## src/rtl/if_fetch_pkg.sv

```systemverilog
// Shared types and defaults for the instruction-fetch stage.
// The IF state encoding lives here so the bench and any debug tooling agree on it.
package if_fetch_pkg;

  localparam int unsigned IF_CPU_WIDTH = 16;
  localparam int unsigned IF_ADDR_W    = 16;

  typedef enum logic [1:0] {
    S_REQ  = 2'd0,
    S_WAIT = 2'd1,
    S_HOLD = 2'd2,
    S_KILL = 2'd3
  } if_state_e;

endpackage

```

## src/rtl/if_fetch_skid.sv

```systemverilog
// One-entry {inst, pc} holding buffer used when the decoder stalls a returning fetch.
// Clear wins over load so a redirect on the same edge always leaves it empty.
module if_fetch_skid #(
  parameter int unsigned CPU_WIDTH = 16,
  parameter int unsigned ADDR_W    = 16
) (
  input  logic                 clk,
  input  logic                 rst,
  input  logic                 load_i,
  input  logic                 clr_i,
  input  logic [CPU_WIDTH-1:0] inst_i,
  input  logic [ADDR_W-1:0]    pc_i,
  output logic                 vld_o,
  output logic [CPU_WIDTH-1:0] inst_o,
  output logic [ADDR_W-1:0]    pc_o
);

  logic                 vld_q,  vld_d;
  logic [CPU_WIDTH-1:0] inst_q, inst_d;
  logic [ADDR_W-1:0]    pc_q,   pc_d;

  always_comb begin
    vld_d  = vld_q;
    inst_d = inst_q;
    pc_d   = pc_q;
    if (clr_i) begin
      vld_d = 1'b0;
    end else if (load_i) begin
      vld_d  = 1'b1;
      inst_d = inst_i;
      pc_d   = pc_i;
    end
  end

  always_ff @(posedge clk) begin
    if (rst) begin
      vld_q  <= 1'b0;
      inst_q <= '0;
      pc_q   <= '0;
    end else begin
      vld_q  <= vld_d;
      inst_q <= inst_d;
      pc_q   <= pc_d;
    end
  end

  assign vld_o  = vld_q;
  assign inst_o = inst_q;
  assign pc_o   = pc_q;

endmodule

```

## src/rtl/if_fetch.sv

```systemverilog
// Instruction fetch: owns the PC, keeps one imem request in flight and feeds the
// decoder through the IF/ID register; branch redirect flushes everything on the same edge.
module if_fetch
  import if_fetch_pkg::*;
#(
  parameter int unsigned       CPU_WIDTH = IF_CPU_WIDTH,
  parameter int unsigned       ADDR_W    = IF_ADDR_W,
  parameter logic [ADDR_W-1:0] RESET_PC  = '0,
  parameter int unsigned       PC_STEP   = 1
) (
  input  logic                 clk,
  input  logic                 rst,
  output logic                 imem_req,
  output logic [ADDR_W-1:0]    imem_addr,
  input  logic                 imem_rvalid,
  input  logic [CPU_WIDTH-1:0] imem_rdata,
  input  logic                 br_taken,
  input  logic [ADDR_W-1:0]    br_target,
  input  logic                 id_ready,
  output logic                 valid_o,
  output logic [CPU_WIDTH-1:0] inst_o,
  output logic [ADDR_W-1:0]    pc_o
);

  if_state_e            state_q,  state_d;
  logic [ADDR_W-1:0]    pc_q,     pc_d;
  logic                 valid_q,  valid_d;
  logic [CPU_WIDTH-1:0] inst_q,   inst_d;
  logic [ADDR_W-1:0]    pc_out_q, pc_out_d;

  logic                 out_free;
  logic [ADDR_W-1:0]    pc_inc;
  logic                 skid_load, skid_clr, skid_vld;
  logic [CPU_WIDTH-1:0] skid_inst;
  logic [ADDR_W-1:0]    skid_pc;

  assign out_free = ~valid_q | id_ready;
  assign pc_inc   = pc_q + ADDR_W'(PC_STEP);

  if_fetch_skid #(
    .CPU_WIDTH (CPU_WIDTH),
    .ADDR_W    (ADDR_W)
  ) u_skid (
    .clk    (clk),
    .rst    (rst),
    .load_i (skid_load),
    .clr_i  (skid_clr),
    .inst_i (imem_rdata),
    .pc_i   (pc_q),
    .vld_o  (skid_vld),
    .inst_o (skid_inst),
    .pc_o   (skid_pc)
  );

  always_comb begin
    state_d   = state_q;
    pc_d      = pc_q;
    valid_d   = valid_q;
    inst_d    = inst_q;
    pc_out_d  = pc_out_q;
    skid_load = 1'b0;
    skid_clr  = 1'b0;
    imem_req  = 1'b0;
    imem_addr = pc_q;

    if (valid_q && id_ready) valid_d = 1'b0;

    case (state_q)
      S_REQ: begin
        imem_req = 1'b1;
        state_d  = S_WAIT;
      end
      S_WAIT: begin
        if (imem_rvalid) begin
          pc_d = pc_inc;
          if (out_free) begin
            // Chain the next fetch off the returning one for 1 instr/cycle.
            inst_d    = imem_rdata;
            pc_out_d  = pc_q;
            valid_d   = 1'b1;
            imem_req  = 1'b1;
            imem_addr = pc_inc;
          end else begin
            skid_load = 1'b1;
            state_d   = S_HOLD;
          end
        end
      end
      S_HOLD: begin
        if (id_ready && skid_vld) begin
          inst_d   = skid_inst;
          pc_out_d = skid_pc;
          valid_d  = 1'b1;
          skid_clr = 1'b1;
          state_d  = S_REQ;
        end
      end
      S_KILL: begin
        if (imem_rvalid) state_d = S_REQ;
      end
      default: state_d = S_REQ;
    endcase

    if (br_taken) begin
      pc_d      = br_target;
      valid_d   = 1'b0;
      skid_clr  = 1'b1;
      skid_load = 1'b0;
      imem_req  = 1'b0;
      // Only a response still in flight keeps us in S_KILL; one landing now is dropped.
      if ((state_q == S_WAIT || state_q == S_KILL) && !imem_rvalid) state_d = S_KILL;
      else                                                          state_d = S_REQ;
    end
  end

  always_ff @(posedge clk) begin
    if (rst) begin
      state_q  <= S_REQ;
      pc_q     <= RESET_PC;
      valid_q  <= 1'b0;
      inst_q   <= '0;
      pc_out_q <= '0;
    end else begin
      state_q  <= state_d;
      pc_q     <= pc_d;
      valid_q  <= valid_d;
      inst_q   <= inst_d;
      pc_out_q <= pc_out_d;
    end
  end

  assign valid_o = valid_q;
  assign inst_o  = inst_q;
  assign pc_o    = pc_out_q;

endmodule

```

## config.mk

```make
export PLATFORM = sky130hd
export DESIGN_NAME = if_fetch
export DESIGN_NICKNAME = d
export VERILOG_FILES = /design/src/rtl/if_fetch_pkg.sv /design/src/rtl/if_fetch_skid.sv /design/src/rtl/if_fetch.sv
export SDC_FILE = /design/constraint.sdc
export NUM_CORES = 1
export LEC_CHECK = 0
export CAP_MARGIN = 20
export CORE_UTILIZATION = 50
export CTS_CLUSTER_SIZE = 25
export DETAILED_ROUTE_END_ITERATION = 16
export GPL_ROUTABILITY_DRIVEN = 0
export GPL_TIMING_DRIVEN = 0
export PLACE_DENSITY = 0.75
export SYNTH_ARGS = -nofsm -noshare
export SYNTH_HDL_FRONTEND = slang
export SYNTH_SLANG_ARGS = --single-unit
```

## constraint.sdc

```tcl
create_clock -name clk -period 4.42 [get_ports clk]
set_input_delay 1.326 -clock clk [delete_from_list [all_inputs] [get_ports clk]]
set_output_delay 1.326 -clock clk [all_outputs]
set_load 0.05 [all_outputs]
```

==> flow_summary.ini <==
[timing]
min_period_ns = 4.33
hold_viol_final = 0
fin_skew_ns = 0.00750
drv_slew = 0
finalSetupViolations = 0
fmax_mhz = 231
timing.slew.headroom_pct = 48.6
tightest_slew_ns = 0.771
hold_slack_ns = 0.457
setup_ws_ns = 0.0945
min_period_over_period_pct = 97.9

[final_layout]
diodes = 0
nets = 616
fin_area_sq_um = 5310
area_delta_synth_final_pct = 27.4
nFillCells = 684
mostFrequentLayoutCells = 84 x dfxtp_1, 79 x nand2_1, 69 x a21oi_1
multiInputGateArea_sq_um = 2160
final_util_pct = 67.3
finalNonFillerCells = 681
seq_area_sq_um = 1680
final_common_cell = dfxtp_1
drive_gt1_share_pct = 10.5

[yosys]
netlist_area_sq_um = 4170
ys_seq_area_share_pct = 40.4
ys_ff_latch = 84
yosys_most_used_dff = dfxtp_1
synth.net_count = 522
synth_edf_count = 0
avgSynthCellArea_sq_um = 8.68
async_flop_share_pct = 0
synth_cell_types = 51
synth.yosys.warnings = 0
syn_inst = 480

[worst_setup_path]
slowest_delay_ns = 0.82
crit_fanout = 6
worstPathRequired_ns = 3.09
worstPathCellList = dlygate4sd2_1 > nand2b_1 > nand3_1 > xnor2_1 > clkdlybuf4s50_1
worstSetupStartpointType = primary input
cpMaxStageDelayCell = clkdlybuf4s50_1
critPathCaptureType = primary output
crit_buf_inv = 2
crit_type = primary input to primary output
r2r_slack_ns = 2.23
cp.arrival_ns = 3.00
cpLargestDelayFamily = buffers and inverters

[min_path]
hold_path_class = register to register

[route]
wl_per_cell_microns = 15.9
wl_met2_microns = 5380
drc = 0
firstDrtPassIters = 4
viasPerCell = 5.54
first_iter_violations = 222
num_vias = 3776
final_antenna_net_count = 0
drt-met1-wl_microns = 4850
postRouteWirelength_microns = 10900
met3_length_microns = 549
highest_layer = met4

[floorplan]
die_w_microns = 93.3
ios = 87
fp.dieArea_sq_um = 8700
start_util_pct = 52.8
fp-row-count = 32
die_h_microns = 93.3
core_area_sq_um = 7890

[grt]
grt_pass1_wl_microns = 17500
globalRouteOverflowTotal = 0
antenna_found_initial = 0
grt_pass1_vias = 3521
grtUsageTotal_pct = 26.0
grt_max_degree = 15

[power_and_ir_drop]
switching_share_pct = 41.9
intPower_mw = 1.66
power_frac_seq_pct = 33.4
combPwrFrac_pct = 45.3
power.switching_mw = 1.20
ir_drop_v = 0.000285
powerDensity_nw_per_um2 = 538
p_leak_nw = 1.83
p_clk_share_pct = 21.3

[clock_tree]
clkLatencyLatePin_ns = 0.36
cts_tree = yes
cts.hold.buffers_added = 0
h-tree-depth = 3
cts.sinks = 84
clock_path_buffers = 2
clk_pin_slew_ns = 0.08
cts_made_buffers = 9
cts_root_buf = clkbuf_8

[placed_design]
dpl.hpwl_microns = 7830
place_area_sq_um = 5120
dp.cells = 665
pre_cts_ws_ns = -0.705
numPortBuffers = 83

[status]
outcome = completed

[run]
maxCapViolations = 0
cell type report:
cell class	count	share of cell area, %
Timing Repair Buffer	83	14.9
Inverter	9	0.637
Tap cell	102	2.41
Buffer	50	5.56
Clock buffer	11	2.48
Sequential cell	84	31.7
Multi-Input combinational cell	337	40.7
Clock inverter	5	1.60
tightest hold or removal path: stages (launching register included):
cell and delay, ns:
dfxtp_1 0.31, nand2_1 0.05, a21oi_1 0.05
final timing paths:
path	from	end	depth (start not counted)
hold / removal	u_skid.pc_o[4]	u_skid.pc_o[4]	2
hold reg to reg	u_skid.pc_o[4]	u_skid.pc_o[4]	2
setup / recovery	id_ready	imem_addr[4]	5
setup reg to reg	state_q[1]	inst_o[12]	9
flip-flops by register name (all words and copies together), names as in the netlist:
name and cells:
inst_o 16, pc_o 16, pc_q 16, state_q 2, u_skid.inst_o 16, u_skid.pc_o 16
u_skid.vld_o 1, valid_o 1
per-layer routing:
metal | GRT usage, % | vias to the layer above
li1 | - | 1884
met1 | 34.0 | 1776
met2 | 44.1 | 105
met3 | 5.04 | 11
met4 | 6.03 | 0
met5 | 0 | -
through the flow:
stage          total power, mW  TNS (ns)
2_1_floorplan             1.88         0
5_1_grt                   2.99   -0.0138
6_report                  2.86         0
4_1_cts                   2.87         0
3_5_place_dp              2.28     -7.41
3_3_place_gp              2.25     -7.04
cell families after synthesis:
group | after synthesis | share of synthesized area [%]
AOI/OAI and AO/OA | 129 | 19.3
xor gates and xnor gates | 25 | 5.26
adders and majority gates | 5 | 1.50
buffers and inverters | 59 | 7.90
DFF | 84 | 40.4
muxes | 35 | 8.44
and+or+nand+nor | 143 | 17.3
power groups by stage:
stage	sequential [mW]	clock (mW)	combinational, mW
global placement	0.967	0	1.29
finish	0.954	0.609	1.29
floorplan	1.33	0	0.549
detailed placement	0.972	0	1.30
global route	0.969	0.642	1.37
CTS	0.955	0.613	1.30
cell usage after synthesis, types with 2 or more instances:
master	n	area, sq um
nor4_2	4	50.1
o22ai_1	2	12.5
nor2_1	21	78.8
nand3_1	10	50.1
inv_1	8	30.0
nand2_1	79	297
a311oi_1	3	26.3
buf_2	13	65.1
mux2i_1	34	340
buf_6	9	101
dfxtp_1	84	1680
xor2_1	8	70.1
ha_1	5	62.6
a21oi_1	69	345
nand2b_1	2	12.5
nor3_1	8	40.0
xnor2_1	17	149
buf_1	3	11.3
and4_1	3	26.3
o311a_1	3	30.0
o21ai_0	4	20.0
nor4_1	2	12.5
a211oi_1	41	308
clkbuf_1	21	78.8
what timing repair did:
action                                  4_1_cts  5_1_grt
endpoints found under the setup margin       17        6
buffers inserted                              0        0
cloned                                        0        0
gates resized for setup                      31       10
Note: power is estimated with default switching activity, not from simulation.
